===== config.mk =====
export PLATFORM = sky130hd
export DESIGN_NAME = lvt_memory
export DESIGN_NICKNAME = d
export VERILOG_FILES = /design/src/rtl/lvt_memory.sv
export SDC_FILE = /design/constraint.sdc
export NUM_CORES = 1
export LEC_CHECK = 0
export BUFFER_PORTS_ARGS = -buffer_cell sky130_fd_sc_hd__buf_2
export CORE_ASPECT_RATIO = 1.5
export CORE_UTILIZATION = 55
export CTS_CLUSTER_DIAMETER = 200
export DETAILED_ROUTE_END_ITERATION = 10
export HOLD_SLACK_MARGIN = 0.06
export PLACE_DENSITY_LB_ADDON = 0.05
export SETUP_SLACK_MARGIN = 0.02
export SLEW_MARGIN = 30
export SYNTH_ARGS = -nofsm -noshare
export SYNTH_HDL_FRONTEND = slang
export SYNTH_SLANG_ARGS = --single-unit

===== constraint.sdc =====
create_clock -name clk -period 3.7 [get_ports clk]
set_clock_uncertainty 0.2 [all_clocks]
set_input_delay 0.185 -clock clk [delete_from_list [all_inputs] [get_ports clk]]
set_output_delay 0.185 -clock clk [all_outputs]
set_load 0.02 [all_outputs]

===== src/rtl/lvt_memory.sv =====
// lvt_memory: multi-ported RAM built from per-port write banks plus a
// Live Value Table (LVT) that records, per address, which port wrote last.
// Every port may write and read in the same cycle; reads are registered
// (one-cycle latency) and select the live bank through the LVT.
//
// Optional build macro: LVT_BYPASS_EN
//   defined   -> write-first forwarding: a read of an address being written
//                at the same edge returns the new data (highest writer wins).
//   undefined -> read-before-write: the reader sees the pre-edge value.
module lvt_memory #(
  parameter int WIDTH = 8,
  parameter int DEPTH = 8,
  parameter int PORTS = 4
) (
  input  logic                     clk,
  input  logic                     rst_n,
  input  logic [$clog2(DEPTH)-1:0] addr [PORTS],
  input  logic                     en   [PORTS],
  input  logic [WIDTH-1:0]         d    [PORTS],
  output logic [WIDTH-1:0]         q    [PORTS]
);

  localparam int AW = $clog2(DEPTH);
  localparam int LW = (PORTS > 1) ? $clog2(PORTS) : 1;
  localparam logic [AW:0] DEPTH_W = DEPTH[AW:0];

  // Storage: one bank per writing port, plus the live-value table.
  logic [WIDTH-1:0] bank_q [PORTS][DEPTH];
  logic [WIDTH-1:0] bank_d [PORTS][DEPTH];
  logic [LW-1:0]    lvt_q  [DEPTH];
  logic [LW-1:0]    lvt_d  [DEPTH];
  logic [WIDTH-1:0] q_q    [PORTS];
  logic [WIDTH-1:0] q_d    [PORTS];
  logic             we_s   [PORTS];
  logic             inr_s  [PORTS];

  // Addresses at or beyond DEPTH (non-power-of-2 depths) are not backed by storage.
  function automatic logic in_range(input logic [AW-1:0] a);
    return ({1'b0, a} < DEPTH_W);
  endfunction

  // Qualify each port's address and write enable.
  always_comb begin
    for (int p = 0; p < PORTS; p++) begin
      inr_s[p] = in_range(addr[p]);
      we_s[p]  = en[p] & inr_s[p];
    end
  end

  // Next bank/LVT contents: each writer updates its own bank; ascending port
  // order makes the highest writing index own the LVT entry on a collision.
  always_comb begin
    bank_d = bank_q;
    lvt_d  = lvt_q;
    for (int p = 0; p < PORTS; p++) begin
      if (we_s[p]) begin
        bank_d[p][addr[p]] = d[p];
        lvt_d[addr[p]]     = LW'(p);
      end else begin
        // read-only this cycle: bank and LVT hold
        lvt_d[0] = lvt_d[0];
      end
    end
  end

  // Next read data: live bank selected by the pre-edge LVT, optionally
  // overridden by a same-edge write when forwarding is built in.
  always_comb begin
    for (int r = 0; r < PORTS; r++) begin
      if (inr_s[r]) begin
        q_d[r] = bank_q[lvt_q[addr[r]]][addr[r]];
      end else begin
        q_d[r] = '0;
      end
`ifdef LVT_BYPASS_EN
      for (int p = 0; p < PORTS; p++) begin
        if (we_s[p] && inr_s[r] && (addr[p] == addr[r])) begin
          q_d[r] = d[p];
        end else begin
          q_d[r] = q_d[r];
        end
      end
`endif
    end
  end

  // State registers: banks, LVT and read-data outputs, cleared asynchronously.
  always_ff @(posedge clk or negedge rst_n) begin
    if (!rst_n) begin
      for (int p = 0; p < PORTS; p++) begin
        q_q[p] <= '0;
        for (int i = 0; i < DEPTH; i++) begin
          bank_q[p][i] <= '0;
        end
      end
      for (int i = 0; i < DEPTH; i++) begin
        lvt_q[i] <= '0;
      end
    end else begin
      bank_q <= bank_d;
      lvt_q  <= lvt_d;
      q_q    <= q_d;
    end
  end

  assign q = q_q;

endmodule


; Yosys cells after proc, flatten, opt, wreduce, memory -nomap -nowiden
; Cells that the tools add are included.
[op_classes]
n_mux = 64
reduce_logical = 4
bitwise = 17
order_cmp = 12
[op_table]
columns = operator, n
row1 = 64-bit binary-select mux with 2-bit select, 4
row2 = 64-bit 2-to-1 mux, 8
row3 = 64-bit bitwise mux, 4
row4 = 8-bit binary-select mux with 3-bit select, 4
row5 = 8-bit demux with 3-bit select, 4
row6 = 8-bit 2-to-1 mux, 12
row7 = 14-bit 2-to-1 mux, 4
row8 = 2-bit 2-to-1 mux, 16
row9 = 2-bit binary-select mux with 3-bit select, 4
row10 = 2-bit demux with 3-bit select, 4
row11 = 16-bit bitwise AND, 1
row12 = 8-bit bitwise AND, 2
row13 = 4-bit greater-or-equal comparator (second input constant), 4
row14 = 4-bit by 1-bit less-than comparator with 1-bit output (second input constant), 4
row15 = 16-bit inverter, 1
row16 = 3-bit inverter with 4-bit output, 4
row17 = 8-bit inverter, 2
row18 = 16-bit bitwise OR, 1
row19 = 8-bit bitwise OR, 2
row20 = 3-bit greater-or-equal comparator (second input constant), 4
row21 = 2-bit inverter with 3-bit output, 4
row22 = 1-bit logical AND, 4
[word_totals]
inputBits = 50
register_bits = 304

; Longest topological paths before layout
[logic_depth]
ltp_word = 14
depth_mapped = 13
mapped_depth_nobuf = 8

; Least setup slack after synthesis
; Ideal clock, no wire load.
[synth_path]
kind = register -> register
start = register lvt_q[3] in the netlist's numbering
end = register q_q, in the netlist q[16]
path_buffers = 2
setup_ps = 140
arrival_time_ps = 2291
path_stages_with_launch = 9
required_ps = 3360
synth_period_minus_slack_ps = 2630
setup_slack_ps = 1070
path_cell_list = dfrtp_1 > mux4_2 > and2_1 > clkbuf_1 > nor2_2 > buf_2 > mux4_2 > a22oi_1 > o2111ai_1
[synth_lines]
columns = item, line
row1 = start: declaration, 30  ; logic [LW-1:0] lvt_q [DEPTH];
row2 = start signal: assignment, 101  ; lvt_q <= lvt_d;
row3 = end signal: assignment, 102  ; q_q <= q_d;
row4 = end: declaration, 32  ; logic [WIDTH-1:0] q_q [PORTS];

==> results_dict.tcl <==
set metrics [dict create \
    status "complete, no violations" \
    period_share_pct 89.66 \
    wire_per_inst_um 34.50 \
    netlist_area_um2 20670 \
    place.gp.congestion 1.049 \
    crit_arrival_ns 3.62 \
    cts_buffers 31 \
    final_nets 2368 \
    cts_tree "done" \
    hold_viol 0 \
    synth_top_cells_by_count "586 x nand2_1, 304 x dfrtp_1, 270 x mux2_2, 216 x nand3_1, 124 x mux2i_1" \
    synth_edf_count 0 \
    cp_max_fo 31 \
    clkSlewWorstSetupHoldPaths_ns 0.07 \
    wl_met2_mm 41.17 \
    rows 86 \
    yosysMostFrequentCell "nand2_1" \
    yosys_warnings 0 \
    period_needed_ns 3.317 \
    critPathMaxStageDelay_ns 0.78 \
    die-width_um 160.3 \
    cts_resized 0 \
    grt_pass1_vias 20170 \
    synth.avg_cell_area_um2 9.505 \
    firstDrtPassIters 7 \
    final_layout_size_suffix_gt1_share_pct 28.01 \
    setup-violations-final 0 \
    io_pins 82 \
    fillers 3039 \
    setup_tns_ns 0 \
    path_buf_inv 3 \
    coreArea_um2 36910 \
    drc_errors 0 \
    final_area_um2 23920 \
    yosys.area.top_type "dfrtp_1" \
    hp-class "input pin to async pin" \
    routed-wl-met3_mm 13.87 \
    drv_cap 0 \
    clock_latency_ns 0.63 \
    grt_pass1_wl_mm 140.3 \
    yosysUniqueCellTypes 62 \
    async_reset_ff_share_pct 100.0 \
    required_ns 4.01 \
    io_buffers 81 \
    max_slew.worst_pin.slew_ns 0.9316 \
    dpl_cell_area_um2 22270 \
    syn2layout_area_growth_pct 15.69 \
    synth_ff_type "dfrtp_1" \
    crit_type "input pin to flop" \
    ir_drop_mv 0.5189 \
    grt_antenna_before_repair 2 \
    die-height_um 239.4 \
    grt_start_max_net_pins 83 \
    start_util_pct 56.01 \
    clock_sinks 304 \
    critPathSlowestCell "or4b_1" \
    path_delay_family "compound AO/OA/AOI/OAI gates" \
    vias_per_cell 7.295 \
    fmax_mhz 301.4 \
    detail-route-antenna-nets 0 \
    cellPowerDensity_nw_per_um2 619.1 \
    via_count 20630 \
    startpoint_type "input pin" \
    synth_top_area_share_pct 36.80 \
    crit_path_end_kind "flop" \
    synth_seq_area_share_pct 36.80 \
    met1_length_mm 32.66 \
    cts_root_buffer "clkbuf_16" \
    p_leak_nw 10.26 \
    rsz0062_at_grt "no" \
    postLayoutCoreUtil_pct 64.80 \
    crit_chain "dlygate4sd3_1 -> buf_2 -> or4b_1 -> o21a_1 -> o21ai_4 -> buf_12 -> mux2_2 -> a21oi_1 -> o21ai_0 -> a41oi_1 -> o21ai_1" \
    slew_viol_final 0 \
    clockBufferDepth 3 \
    drt_wl_total_mm 97.56 \
    drtIter0Drc 3139 \
    die-area_um2 38380 \
    synth_area_leaders "dfrtp_1 37%, mux2_2 15%, nand2_1 11%, mux4_2 8.6%, mux2i_1 6.0%" \
    synth_nets 2225 \
    hpwl_mm 65.88 \
    grt_overflow 0 \
    slew_headroom_pct 37.90 \
    h-tree-depth 1 \
    highest-signal-layer "met5" \
    gr-usage-all-layers_pct 51.36 \
    netlist_instances 2175 \
    synth-seq-cells 304 \
]
[through the flow]
stage                     power [W]  cells  setup slack, ns  hold slack [ns]
after floorplan            0.008769   2175            1.070          -0.3106
after global placement      0.01080   2724           0.3905          0.03056
after detailed placement    0.01091   2724           0.4507          0.03720
after CTS                   0.01453   2825           0.4989          0.06276
after global routing        0.01530   2826           0.3257           0.1050
final                       0.01481   2828           0.3826          0.02994
[state kept, by name, indices dropped and copies added, names as in the netlist]
name,flops
bank_q,256
lvt_q,16
q,32
[kinds of logic (layout without fill, tap and decap cells)]
family | after synthesis | after routing | synth area share (%)
and+or+nand+nor | 961 | 961 | 20.20
muxes | 478 | 478 | 29.71
DFF | 304 | 304 | 36.80
AOI/OAI and AO/OA | 265 | 265 | 9.146
buffers and inverters | 167 | 334 | 4.152
other | 0 | 2 | 0
[cell usage in the layout, fill, tap and decap left out, types with 31 or more instances in the layout]
cell type      instances
dlygate4sd3_1         43
mux2i_1              123
nand2_1              586
a31oi_1               81
nor2_1                36
dfrtp_1              304
clkbuf_16             31
buf_4                124
nand3_1              214
mux2_2               269
mux4_2                79
buf_2                 80
[worst min-delay path: cells and delay by family]
kind | cells | cell delay [ns]
buf+inv | 3 | 1.06
[report_power, final]
part | leakage [nW] | switching [W] | internal (W)
logic | 6.06 | 0.00342 | 0.00258
registers | 3.64 | 0.00112 | 0.00409
clock network | 0.562 | 0.00146 | 0.00214
total | 10.3 | 0.00600 | 0.00881
[path summary, 6_finish.rpt]
kind	slack (ns)	depth (start not counted)	endpoint	startpoint
setup / recovery	0.38	11	q[11]$_DFF_PN0_	addr[3]
hold / removal	0.03	3	bank_q[159]$_DFFE_PN0P_	rst_n
setup reg to reg	0.42	9	q[28]$_DFF_PN0_	lvt_q[14]$_DFF_PN0_
hold reg to reg	0.39	1	bank_q[19]$_DFFE_PN0P_	bank_q[19]$_DFFE_PN0P_
max in group asynchronous	2.84	3	bank_q[53]$_DFFE_PN0P_	rst_n
min in group clk	0.13	3	bank_q[58]$_DFFE_PN0P_	addr[1]
[routing by layer]
layer / vias up / track usage (%)
li1: 8267 / -
met3: 551 / 16.19
met5: - / 0
met4: 2 / 42.54
met1: 10010 / 61.75
met2: 1805 / 75.36
[what timing repair did]
action | 4_1_cts | 5_1_grt
hold buffers | 44 | 0
buffers inserted | 0 | 0
endpoints found under the setup margin | 0 | 0
endpoints found under the hold margin | 574 | 0
[layout make-up]
class	count	area, µm²	share of cell area (%)
diodes	2	5.005	0.02093
clock buffers	43	920.9	3.851
flip-flops and latches	304	7607	31.81
well taps	484	605.6	2.532
multi-input cells	1704	12300	51.44
clock inverters	14	231.5	0.9679
repair buffers	269	2212	9.250
inverters	8	30.03	0.1256
Note: power is estimated with default switching activity, not from simulation.
